[config.mk]
export PLATFORM = sky130hd
export DESIGN_NAME = fifo_drain_arbiter
export DESIGN_NICKNAME = d
export VERILOG_FILES = /design/src/rtl/fifo_drain_arbiter.sv
export SDC_FILE = /design/constraint.sdc
export NUM_CORES = 1
export LEC_CHECK = 0
export ABC_AREA = 0
export CAP_MARGIN = 40
export CORE_ASPECT_RATIO = 0.75
export CORE_MARGIN = 1
export CORE_UTILIZATION = 30
export DETAILED_ROUTE_END_ITERATION = 8
export PLACE_DENSITY = 0.75
export RECOVER_POWER = 100
export SYNTH_ARGS = -nofsm -noshare
export SYNTH_HDL_FRONTEND = slang
export SYNTH_SLANG_ARGS = --single-unit
export TNS_END_PERCENT = 1
[constraint.sdc]
create_clock -name clk -period 2 [get_ports clk]
set_clock_uncertainty 0.2 [all_clocks]
set_input_delay 0.3 -clock clk [delete_from_list [all_inputs] [get_ports clk]]
set_output_delay 0.3 -clock clk [all_outputs]
set_load 0.005 [all_outputs]
[src/rtl/fifo_drain_arbiter.sv]
// Drains NUM_REQ source FIFOs round-robin onto one registered valid/ready output port.
// Latency: grant to out_valid is 2 cycles, so a stream moves at most one word every 2 cycles.
// Backpressure: out_valid/out_data/out_src hold until out_ready. Define FIFO_DRAIN_ARB_PRIORITY0_EN to give source 0 strict priority.
module fifo_drain_arbiter #(
    parameter int NUM_REQ    = 4,
    parameter int DATA_WIDTH = 32
) (
    input  logic                          clk,
    input  logic                          reset_poweron,
    input  logic                          clear,
    input  logic [NUM_REQ-1:0]            req_enable,
    input  logic [NUM_REQ-1:0]            fifo_empty,
    output logic [NUM_REQ-1:0]            fifo_read,
    input  logic [NUM_REQ*DATA_WIDTH-1:0] fifo_read_data,
    output logic                          out_valid,
    input  logic                          out_ready,
    output logic [DATA_WIDTH-1:0]         out_data,
    output logic [$clog2(NUM_REQ)-1:0]    out_src,
    output logic                          busy
);
    localparam int SRC_WIDTH = $clog2(NUM_REQ);
    localparam logic [SRC_WIDTH-1:0] LAST_IDX = SRC_WIDTH'(NUM_REQ - 1);

    typedef enum logic [1:0] {IDLE, CAPTURE, OUTPUT} state_t;

    state_t                state_q, state_d;
    logic [SRC_WIDTH-1:0]  last_grant_q, last_grant_d;
    logic [DATA_WIDTH-1:0] out_data_q, out_data_d;
    logic [SRC_WIDTH-1:0]  out_src_q, out_src_d;
    logic [NUM_REQ-1:0]    eligible, rr_cand;
    logic [SRC_WIDTH-1:0]  pick, scan;
    logic                  pick_found, any_eligible, rd_en;
    logic [DATA_WIDTH-1:0] rd_words [NUM_REQ];

    for (genvar g = 0; g < NUM_REQ; g++) begin : g_words
        assign rd_words[g] = fifo_read_data[g*DATA_WIDTH +: DATA_WIDTH];
    end

    assign eligible     = req_enable & ~fifo_empty;
    assign any_eligible = |eligible;

`ifdef FIFO_DRAIN_ARB_PRIORITY0_EN
    assign rr_cand = eligible & ~NUM_REQ'(1);
`else
    assign rr_cand = eligible;
`endif

    // Scan starts one past the last grant and wraps; first candidate found wins.
    always_comb begin
        pick       = '0;
        pick_found = 1'b0;
        scan       = last_grant_q;
        for (int k = 0; k < NUM_REQ; k++) begin
            scan = (scan == LAST_IDX) ? '0 : scan + SRC_WIDTH'(1);
            if (!pick_found && rr_cand[scan]) begin
                pick       = scan;
                pick_found = 1'b1;
            end
        end
`ifdef FIFO_DRAIN_ARB_PRIORITY0_EN
        if (eligible[0]) begin
            pick = '0;
        end
`endif
    end

    always_comb begin
        state_d      = state_q;
        last_grant_d = last_grant_q;
        out_data_d   = out_data_q;
        out_src_d    = out_src_q;
        rd_en        = 1'b0;
        if (clear) begin
            state_d      = IDLE;
            last_grant_d = LAST_IDX;
        end else begin
            unique case (state_q)
                IDLE: begin
                    if (any_eligible) begin
                        rd_en   = 1'b1;
                        state_d = CAPTURE;
                    end
                end
                CAPTURE: begin
                    // last_grant_q is the source read in the previous cycle.
                    out_data_d = rd_words[last_grant_q];
                    out_src_d  = last_grant_q;
                    state_d    = OUTPUT;
                end
                OUTPUT: begin
                    if (out_ready) begin
                        if (any_eligible) begin
                            rd_en   = 1'b1;
                            state_d = CAPTURE;
                        end else begin
                            state_d = IDLE;
                        end
                    end
                end
                default: state_d = IDLE;
            endcase
            if (rd_en) begin
                last_grant_d = pick;
            end
        end
    end

    always_ff @(posedge clk or negedge reset_poweron) begin
        if (!reset_poweron) begin
            state_q      <= IDLE;
            last_grant_q <= LAST_IDX;
            out_data_q   <= '0;
            out_src_q    <= '0;
        end else begin
            state_q      <= state_d;
            last_grant_q <= last_grant_d;
            out_data_q   <= out_data_d;
            out_src_q    <= out_src_d;
        end
    end

    // Gated by reset so no strobe escapes while reset is held.
    assign fifo_read = (rd_en && reset_poweron) ? (NUM_REQ'(1) << pick) : '0;
    assign out_valid = (state_q == OUTPUT);
    assign busy      = (state_q != IDLE);
    assign out_data  = out_data_q;
    assign out_src   = out_src_q;

endmodule

==> results_dict.tcl <==
set metrics [dict create \
    gp_congestion 0.755 \
    setup.worst_path.start "last_grant_q[1]" \
    tns_ns -4.74 \
    drv_slew 0 \
    syn_avg_cell_area_um2 16.0 \
    crit_type "flop to output port" \
    cp_data_required_time_ns 1.50 \
    clk_pin_slew_ns 0.07 \
    clock-sinks 38 \
    dp.cells 432 \
    drt-pass1-iter-count 4 \
    clock_path_buffers 2 \
    drt-initial-drc-count 66 \
    drc 0 \
    diodes 0 \
    hpwl_mm 5.83 \
    r2r_slack_ns -0.17 \
    crit_end "fifo_read[1]" \
    grt_pass1_vias 2401 \
    die_w_um 106 \
    fin_ws_ns -0.318 \
    stdcell_count 447 \
    finalSetupViolCount 27 \
    min_path_type "input pin to flop" \
    status "finished with violations" \
    r2r_start "last_grant_q[0]" \
    boundaryPins 180 \
    overflow 0 \
    pwr-share-seq_pct 34.6 \
    grt_max_degree 39 \
    synth_cell_types 33 \
    rr_endpoint "out_data[21]" \
    drv_cap 0 \
    path_cells "ha_4 -> nor2_4 -> o21ba_2 -> o32ai_4 -> nor3b_2 -> buf_2" \
    fin_crit_sh_pct 116 \
    tritoncts "yes" \
    violations "setup timing" \
    syn_area_um2 2420 \
    pwr-share-comb_pct 48.3 \
    syn-num-nets 292 \
    syn_inst 151 \
    vias 2191 \
    grt_first_pass_wirelength_mm 11.8 \
    grt_setup_unrepaired "true" \
    rr_worst_depth 4 \
    swShare_pct 26.8 \
    ir_worst_vdd_v 0.000336 \
    drive_gt1_share_pct 33.8 \
    crit_arrival_ns 1.82 \
    h-tree-depth 2 \
    antenna_left 0 \
    clkPwrFrac_pct 17.0 \
    viasPerCell 4.90 \
    port_buffers 179 \
    cpPeakStageDelay_ns 0.57 \
    die_h_um 79.8 \
    cellPowerDensity_nw_per_um2 782 \
    drt-total-wl_mm 7.43 \
    rows 27 \
    yosys_warnings 0 \
    clock_latency_ns 0.28 \
    place_ws_ns -0.867 \
    crit_path_top_delay_cell "dfstp_2" \
    wire_per_inst_um 16.6 \
    ys_seq_elements 38 \
    end_kind "output port" \
    switchingPower_mw 0.954 \
    hold_viol 0 \
    power.leakage_nw 1.81 \
    initial_core_util_pct 32.0 \
    crit_fanout 5 \
    slew_headroom_pct 37.6 \
    antenna_found_initial 0 \
    p_int_mw 2.61 \
    worst_pin_slew_ns 0.936 \
    design.core.area_um2 7570 \
    grt_use_total_pct 18.3 \
    post-route-util_pct 60.2 \
    crit_path_start_kind "flop" \
    fin_crit_ns 2.32 \
    areaGrowthSynthToFinish_pct 88.2 \
    final_nets 486 \
    cts_buffers 5 \
    cts-root-buf "clkbuf_8" \
    max_freq_mhz 431 \
    die_area_um2 8440 \
    yosysSeqAreaShare_pct 39.4 \
]
-- cell usage in the layout, fill, tap and decap left out, types with 3 or more instances in the layout --
| cell type | instances |
|---|---|
| buf_2 | 6 |
| dlygate4sd3_1 | 35 |
| clkbuf_8 | 9 |
| clkdlybuf4s50_1 | 129 |
| dfrtp_1 | 36 |
| mux4_2 | 32 |
| dlygate4sd2_1 | 10 |
| nor2_1 | 3 |
| mux2_2 | 34 |
| buf_4 | 12 |
-- worst max-delay path: cells and delay by family (launching register included) --
kind	cells	cell delay, ns
flip-flops	1	0.57
adder cells (fa/ha/maj)	1	0.15
buffers and inverters	1	0.14
AO/OA/AOI/OAI	2	0.39
AND/OR/NAND/NOR	2	0.29
-- synth_stat cells, drive strengths merged --
library cell	count	area share [%]
buf	10	2.9
dfstp	2	2.2
o21ba	1	0.41
nor3	1	0.21
nor2b	2	0.52
ha	1	0.52
nand2b	3	1.4
and2b	2	0.72
nor4bb	1	1.0
o32ai	1	0.36
inv	3	0.47
dfrtp	36	37
o21ai	2	0.41
a211oi	1	0.31
and3b	1	0.36
nor3b	2	0.62
mux4	32	30
or4b	1	0.57
nor2	4	1.0
clkbuf	1	0.21
or2	2	0.52
a2bb2o	1	0.41
a21oi	1	0.21
o211ai	2	0.62
mux2	34	16
nand2	1	0.15
o221ai	2	0.72
a21o	1	0.31
-- logic make-up (layout without fill, tap and decap cells) --
| logic type | count (synthesis) | after routing | synth area share [%] |
|---|---|---|---|
| AO/OA/AOI/OAI | 12 | 12 | 3.77 |
| adder cells (fa/ha/maj) | 1 | 1 | 0.517 |
| buffers and inverters | 14 | 209 | 3.62 |
| flip-flops | 38 | 38 | 39.4 |
| multiplexers | 66 | 66 | 45.6 |
| AND/OR/NAND/NOR | 20 | 20 | 7.13 |
-- final cells by class --
class	count	area, um2
fillers	637	3010
repair buffers	198	1920
multi-input cells	99	1440
flip-flops and latches	38	953
well taps	101	126
clock buffers	8	110
inverters	3	11.3
-- worst min path at each step --
stage / cells past startpoint / to / from / slack [ns]
2_1_floorplan: 0 / out_data[0] / reset_poweron / -0.20
3_3_place_gp: 2 / out_data[7] / reset_poweron / 0.24
3_5_place_dp: 2 / out_data[7] / reset_poweron / 0.22
4_1_cts: 4 / state_q[1] / out_ready / 0.20
5_1_grt: 4 / state_q[1] / out_ready / 0.23
6_report: 4 / state_q[1] / out_ready / 0.21
-- per-layer routing --
layer | track usage, % | vias to the layer above | share of wire, %
met5 | 0 | - | 0
met3 | 6.37 | 8 | 11
met1 | 20.0 | 1070 | 36
met4 | 4.31 | 0 | 1.2
met2 | 34.2 | 119 | 52
li1 | - | 994 | -
-- sequential cells by signal (all words and copies together), names as in the netlist --
register,flops
out_data,32
state_q,2
out_src,2
last_grant_q,2
-- through the flow --
stage	power (mW)	area [um2]	hold slack, ns
2_1_floorplan	1.98	2420	-0.196
3_3_place_gp	3.03	4380	0.237
3_5_place_dp	3.07	4380	0.223
4_1_cts	3.77	4590	0.201
5_1_grt	3.81	4560	0.231
6_report	3.56	4560	0.206
-- power groups by stage --
stage               Combinational, mW  Sequential, mW  Clock [mW]
finish                           1.72            1.23       0.607
detailed placement               1.81            1.26           0
floorplan                       0.698            1.28           0
CTS                              1.88            1.25       0.635
global route                     1.86            1.28       0.670
global placement                 1.78            1.24           0
-- timing repair --
action | 4_1_cts | 5_1_grt
hold buffers | 1 | 0
resized for setup | 39 | 3
endpoints found under the hold margin | 36 | 0
buffers inserted | 6 | 0
pin swaps | 9 | 0
setup endpoints to repair | 28 | 37
gates cloned | 0 | 0
No activity file was read; power rests on OpenSTA's default activity.
